`src/rtl/link_monitor.sv`:
```
// link_monitor: per-requestor load-link / store-conditional reservations.
// Ports: clk, rst_ (sync, active-low); per-channel ll/sc/st valid+addr in;
//   sc_pass (combinational SC verdict), resv_valid/resv_addr (registered).
module link_monitor #(
   parameter int BITS      = 32,
   parameter int CHANNELS  = 2,
   parameter int GRAN_BITS = 0,
   parameter int TIMEOUT   = 0
) (
   input  logic                     clk,
   input  logic                     rst_,
   input  logic [CHANNELS-1:0]      ll_valid,
   input  logic [CHANNELS*BITS-1:0] ll_addr,
   input  logic [CHANNELS-1:0]      sc_valid,
   input  logic [CHANNELS*BITS-1:0] sc_addr,
   input  logic [CHANNELS-1:0]      st_valid,
   input  logic [CHANNELS*BITS-1:0] st_addr,
   output logic [CHANNELS-1:0]      sc_pass,
   output logic [CHANNELS-1:0]      resv_valid,
   output logic [CHANNELS*BITS-1:0] resv_addr
);

   localparam int AW = (TIMEOUT > 0) ? $clog2(TIMEOUT + 1) : 1;

   logic [CHANNELS-1:0] cand;
   logic [CHANNELS-1:0] blocked;
   logic [CHANNELS-1:0] hit;
   logic [CHANNELS-1:0] expire;

   function automatic logic match(
      input logic [BITS-1:0] a,
      input logic [BITS-1:0] b
   );
      return a[BITS-1:GRAN_BITS] == b[BITS-1:GRAN_BITS];
   endfunction

   // A channel is blocked when a lower-index candidate targets the same
   // granule. Granule equality is transitive, so the lowest candidate in
   // each granule is exactly the one that passes; this avoids a
   // combinational dependency of sc_pass on itself.
   always_comb begin
      cand    = '0;
      blocked = '0;
      for (int i = 0; i < CHANNELS; i++) begin
         cand[i] = rst_ & sc_valid[i] & ~ll_valid[i] & resv_valid[i]
                 & match(resv_addr[i*BITS +: BITS],
                         sc_addr[i*BITS +: BITS]);
      end
      for (int i = 0; i < CHANNELS; i++) begin
         for (int j = 0; j < CHANNELS; j++) begin
            if (j < i && cand[j] &&
                match(sc_addr[j*BITS +: BITS], sc_addr[i*BITS +: BITS]))
               blocked[i] = 1'b1;
         end
      end
   end

   assign sc_pass = cand & ~blocked;

   // Snoop: any store or successful SC to the reserved granule kills it.
   always_comb begin
      hit = '0;
      for (int i = 0; i < CHANNELS; i++) begin
         for (int j = 0; j < CHANNELS; j++) begin
            if (st_valid[j] &&
                match(st_addr[j*BITS +: BITS], resv_addr[i*BITS +: BITS]))
               hit[i] = 1'b1;
            if (sc_pass[j] &&
                match(sc_addr[j*BITS +: BITS], resv_addr[i*BITS +: BITS]))
               hit[i] = 1'b1;
         end
      end
   end

   generate
      if (TIMEOUT > 0) begin : g_age
         logic [AW-1:0] age [CHANNELS];

         always_comb begin
            expire = '0;
            for (int i = 0; i < CHANNELS; i++)
               expire[i] = resv_valid[i] && (age[i] == AW'(TIMEOUT - 1));
         end

         always_ff @(posedge clk) begin
            for (int i = 0; i < CHANNELS; i++) begin
               if (!rst_) begin
                  age[i] <= '0;
               end else if (ll_valid[i]) begin
                  age[i] <= '0;
               end else if (resv_valid[i] && !sc_valid[i] && !hit[i] &&
                            !expire[i] && age[i] != AW'(TIMEOUT)) begin
                  age[i] <= age[i] + AW'(1);
               end
            end
         end
      end else begin : g_no_age
         assign expire = '0;
      end
   endgenerate

   // Priority: LL, own SC, snooped write, timeout. The address is kept
   // when a reservation dies so it stays observable for debug.
   always_ff @(posedge clk) begin
      for (int i = 0; i < CHANNELS; i++) begin
         if (!rst_) begin
            resv_valid[i]            <= 1'b0;
            resv_addr[i*BITS +: BITS] <= '0;
         end else if (ll_valid[i]) begin
            resv_valid[i]            <= 1'b1;
            resv_addr[i*BITS +: BITS] <= ll_addr[i*BITS +: BITS];
         end else if (sc_valid[i] || hit[i] || expire[i]) begin
            resv_valid[i] <= 1'b0;
         end
      end
   end

endmodule

```
`config.mk`:
```
export PLATFORM = sky130hd
export DESIGN_NAME = link_monitor
export DESIGN_NICKNAME = d
export VERILOG_FILES = /design/src/rtl/link_monitor.sv
export SDC_FILE = /design/constraint.sdc
export NUM_CORES = 1
export LEC_CHECK = 0
export ABC_AREA = 0
export BUFFER_PORTS_ARGS = -buffer_cell sky130_fd_sc_hd__buf_2
export CAP_MARGIN = 20
export CORE_MARGIN = 2
export CORE_UTILIZATION = 44
export CTS_BUF_LIST = sky130_fd_sc_hd__clkbuf_16
export DETAILED_ROUTE_END_ITERATION = 6
export GPL_TIMING_DRIVEN = 0
export PLACE_DENSITY = 0.79
export SYNTH_ARGS = -nofsm -noshare
export SYNTH_HDL_FRONTEND = slang
export SYNTH_SLANG_ARGS = --single-unit
```
`constraint.sdc`:
```
create_clock -name clk -period 1.7 [get_ports clk]
set_input_delay 0.085 -clock clk [delete_from_list [all_inputs] [get_ports clk]]
set_output_delay 0.085 -clock clk [all_outputs]
set_load 0.1 [all_outputs]
```
==> metrics.md <==
| Metric | Value |
|---|---|
| Post-synth top area share | `between 20% and 30%` |
| Core Area | `between 10000 and 15000 um2` |
| Status | `finished, violations left` |
| Final hold vios | `0` |
| Synth-to-Final Area Change | `50.5%` |
| Area leader, netlist | `xnor2_1` |
| GRT Total Usage | `a little over a third` |
| Detailed-route via count | `around 6300` |
| Final Setup Violations | `4` |
| Slew headroom | `34.7%` |
| First-pass GRT wire length | `between 30 and 40 mm` |
| Grt ovf | `0` |
| Clk buf depth | `2` |
| Slew @ Worst Pin | `~0.98 ns` |
| Syn. warnings | `0` |
| Pre-CTS setup slack | `-0.863 ns` |
| Vias per cell | `5.36` |
| Die Wd | `119 um` |
| H-tree depth | `3` |
| Final Skew | `~0.0052 ns` |
| Failing checks | `negative setup slack` |
| Final Cycle Share | `141%` |
| Synth area leaders | `xnor2_1 26%, dfxtp_1 23%, xor2_1 17%` |
| NetSw | `about 2.5 mW` |
| Final worst path period need | `between 2 and 2.5 ns` |
| Max-cap violations | `0` |
| Synthesized instance count | `676` |
| Drt drc | `0` |
| Largest net degree at the start of global routing | `12` |
| Family with the most delay on the worst path | `simple AND/OR/NAND/NOR gates` |
| HP Start | `ll_addr[17]` |
| 1st-iter DRT viols | `a little under 600` |
| Reg-to-Reg Start | `resv_addr[24]` |
| Cell variety after synth | `29` |
| Final net count | `between 1000 and 1500` |
| Slowest stage delay, CP | `just over 0.5 ns` |
| Critical path startpoint category | `flip-flop` |
| Worst Setup Slack, final | `-0.690 ns` |
| Vias in the first global route | `~6500` |
| Crit. path cell count | `7` |
| Syn Area/Cell | `approximately 8.6 um2` |
| Max-slew violations | `0` |
| Setup CP Type | `flip-flop to output port` |
| Largest fanout on the critical path | `6` |
| FMAX | `roughly 420 MHz` |
| # port buffers | `around 270` |
| DR WL/cell | `22.4 um` |
| Maximum VDD drop | `a little under 0.0008 V` |
| Critical Path Slowest Stage Cell | `dfxtp_1` |
| Comb power frac | `around two fifths` |
| Rows | `42` |
| Share of post-route cells with drive strength above 1 | `between 40% and 50%` |
| Switching Fraction | `about two fifths` |
| CP required | `between 1.5 and 2 ns` |
| WP data arrival | `2.31 ns` |
| Pwr Density | `around 740 nW/um2` |
| DRT Pass-1 Iters | `5` |
| Post-synth EDFFs | `0` |
| RSZ-0062 raised after global routing | `true` |
| Beginning of the critical path | `resv_addr[43]` |
| Mapped cell area | `5820 um2` |
| Seq/Total Area, Yosys | `between 20 and 25%` |
| Reg2Reg Depth | `7` |
| Post-synth ARST share | `0%` |
| CP endpoint kind | `output port` |
| Gpl congestion | `approximately 1.1` |
| Leakage | `~4.0 nW` |
| Hold Path Stages | `3` |
| Most common cell in the synthesized netlist | `xnor2_1` |
| Clk pwr share | `roughly 33%` |
| CTS tree | `built` |
| Die Ht | `between 100 and 150 um` |
| Non-Filler Instances | `roughly 1200` |
| Clock transition at the registers of the reported paths | `~0.06 ns` |
| Die ar. | `14200 um2` |
| Io pins | `268` |
| Commonest cells post-synth | `171 x xnor2_1, 114 x xor2_1, 66 x dfxtp_1` |
| DP Cell Count | `about 1100` |
| HPWL after DPL | `roughly 21 mm` |
| Initial Utilization | `between 40% and 50%` |
| Worst-Skew Late Latency | `approximately 0.35 ns` |
| ANT nets after route | `0` |
| Critical Path Sink | `sc_pass[1]` |
| Cell Int Power | `roughly 4.0 mW` |
| Synth Register Bits | `between 60 and 70` |
| Initial antenna violation count | `4` |
| Cell Chain, Critical Path | `xor2_1 -> nor4_1 -> nand2_1 -> nor4_4 -> nand3_1 -> a31oi_4 -> buf_12` |
| Num CTS Buffers | `9` |
| Reg power frac | `roughly 28%` |
| TNS Setup | `-2.21 ns` |
| Hold WC Path Type | `input port to flip-flop` |
| FF-to-FF End | `resv_valid[0]` |
| Final wirelength | `26.4 mm` |
| Ys flop type | `dfxtp_1` |
| Worst path buffer plus inverter count | `1` |
| Clk sinks | `66` |
| Syn_nets | `just under 900` |
| FF-to-FF setup slack | `-0.46 ns` |
| Root buf cell | `clkbuf_16` |
==> worst reg2reg max path, stage by stage (launching register included) <==
cell and delay [ns]:
dfxtp_4 0.35, buf_4 0.18, xnor2_2 0.17, nand4_1 0.19
nor4_2 0.30, nand4_1 0.14, or4_4 0.50, a32o_1 0.23
==> how the worst min path moves through the flow <==
stage | endpoint | slack [ns]
final | resv_addr[17] | 0.01
after floorplan | resv_valid[0] | 0.21
after global placement | resv_addr[45] | 0.32
after detailed placement | resv_addr[31] | 0.33
after global routing | resv_addr[6] | 0.04
after CTS | resv_addr[16] | 0.0004
==> layer usage <==
metal  global-route usage (%)  wire length [um]
met1                     44.1             10400
met5                        0                 0
met4                     15.7              1040
met3                     11.0              2780
met2                     60.2             12200
==> cell type report <==
cell class	instances	area, um2
tap	176	220
fill	1136	4340
multi-input combinational	526	4390
timing repair buffer	351	2160
inverter	5	18.8
buffer	31	176
antenna	5	12.5
clock inverter	7	108
sequential	66	1450
clock buffer	9	225
==> power groups by stage <==
stage                     Combinational, mW  Sequential (mW)  Clock, mW
after floorplan                        1.03             2.38          0
after global placement                 2.45             1.70          0
after detailed placement               2.46             1.71          0
after CTS                              2.45             1.81       2.17
after global routing                   2.64             1.83       2.22
final                                  2.53             1.82       2.15
==> logic make-up (layout without fill, tap and decap cells) <==
group	Yosys count	after routing	share of synthesized area (%)
xor gates and xnor gates	285	285	42.9
AOI/OAI and AO/OA	7	7	0.925
muxes	64	64	11.0
buffers and inverters	84	403	6.91
and+or+nand+nor	170	170	15.5
DFF	66	66	22.7
other	0	5	0
==> state kept, by name (all words and copies together) (netlist names) <==
register,flops
resv_addr,64
resv_valid,2
==> layout by cell type (no fill, tap or decap), types with 2 or more instances in the layout <==
| cell | Yosys | routed |
|---|---|---|
| dfxtp_2 | 0 | 19 |
| clkinv_1 | 0 | 2 |
| xnor2_1 | 171 | 149 |
| clkbuf_1 | 56 | 20 |
| clkinv_2 | 0 | 2 |
| xor2_1 | 114 | 113 |
| nand3_1 | 7 | 7 |
| mux2i_1 | 64 | 64 |
| nor4_1 | 36 | 27 |
| buf_2 | 12 | 266 |
| dfxtp_4 | 0 | 27 |
| bufinv_16 | 0 | 3 |
| clkbuf_16 | 0 | 9 |
| nor4_2 | 1 | 7 |
| dlygate4sd3_1 | 0 | 60 |
| xnor2_2 | 0 | 21 |
| nand4_1 | 47 | 47 |
| dfxtp_1 | 66 | 20 |
| buf_12 | 0 | 2 |
| diode_2 | 0 | 5 |
| inv_1 | 4 | 4 |
| nand2_1 | 2 | 2 |
| nor3_1 | 6 | 6 |
| buf_4 | 3 | 26 |
| nor4_4 | 0 | 3 |
| buf_6 | 8 | 8 |
| nor2_1 | 65 | 65 |
| or4_4 | 0 | 2 |
==> stage by stage <==
step / power, mW / utilization (%) / hold slack (ns) / cell area, um2
6_report: 6.49 / 66.9 / 0.0131 / 8750
5_1_grt: 6.69 / 66.8 / 0.0387 / 8750
4_1_cts: 6.43 / 65.6 / 0.000445 / 8580
3_5_place_dp: 4.17 / 58.5 / 0.326 / 7660
3_3_place_gp: 4.15 / 58.5 / 0.316 / 7660
2_1_floorplan: 3.41 / - / 0.207 / 6110
==> repair_timing <==
item,4_1_cts,5_1_grt
setup buffers,15,11
hold buffers,60,0
endpoints found under the hold margin,60,0
resized for setup,43,18
setup endpoints to repair,4,4
pin swaps,28,13
No activity file was read; power rests on OpenSTA's default activity.
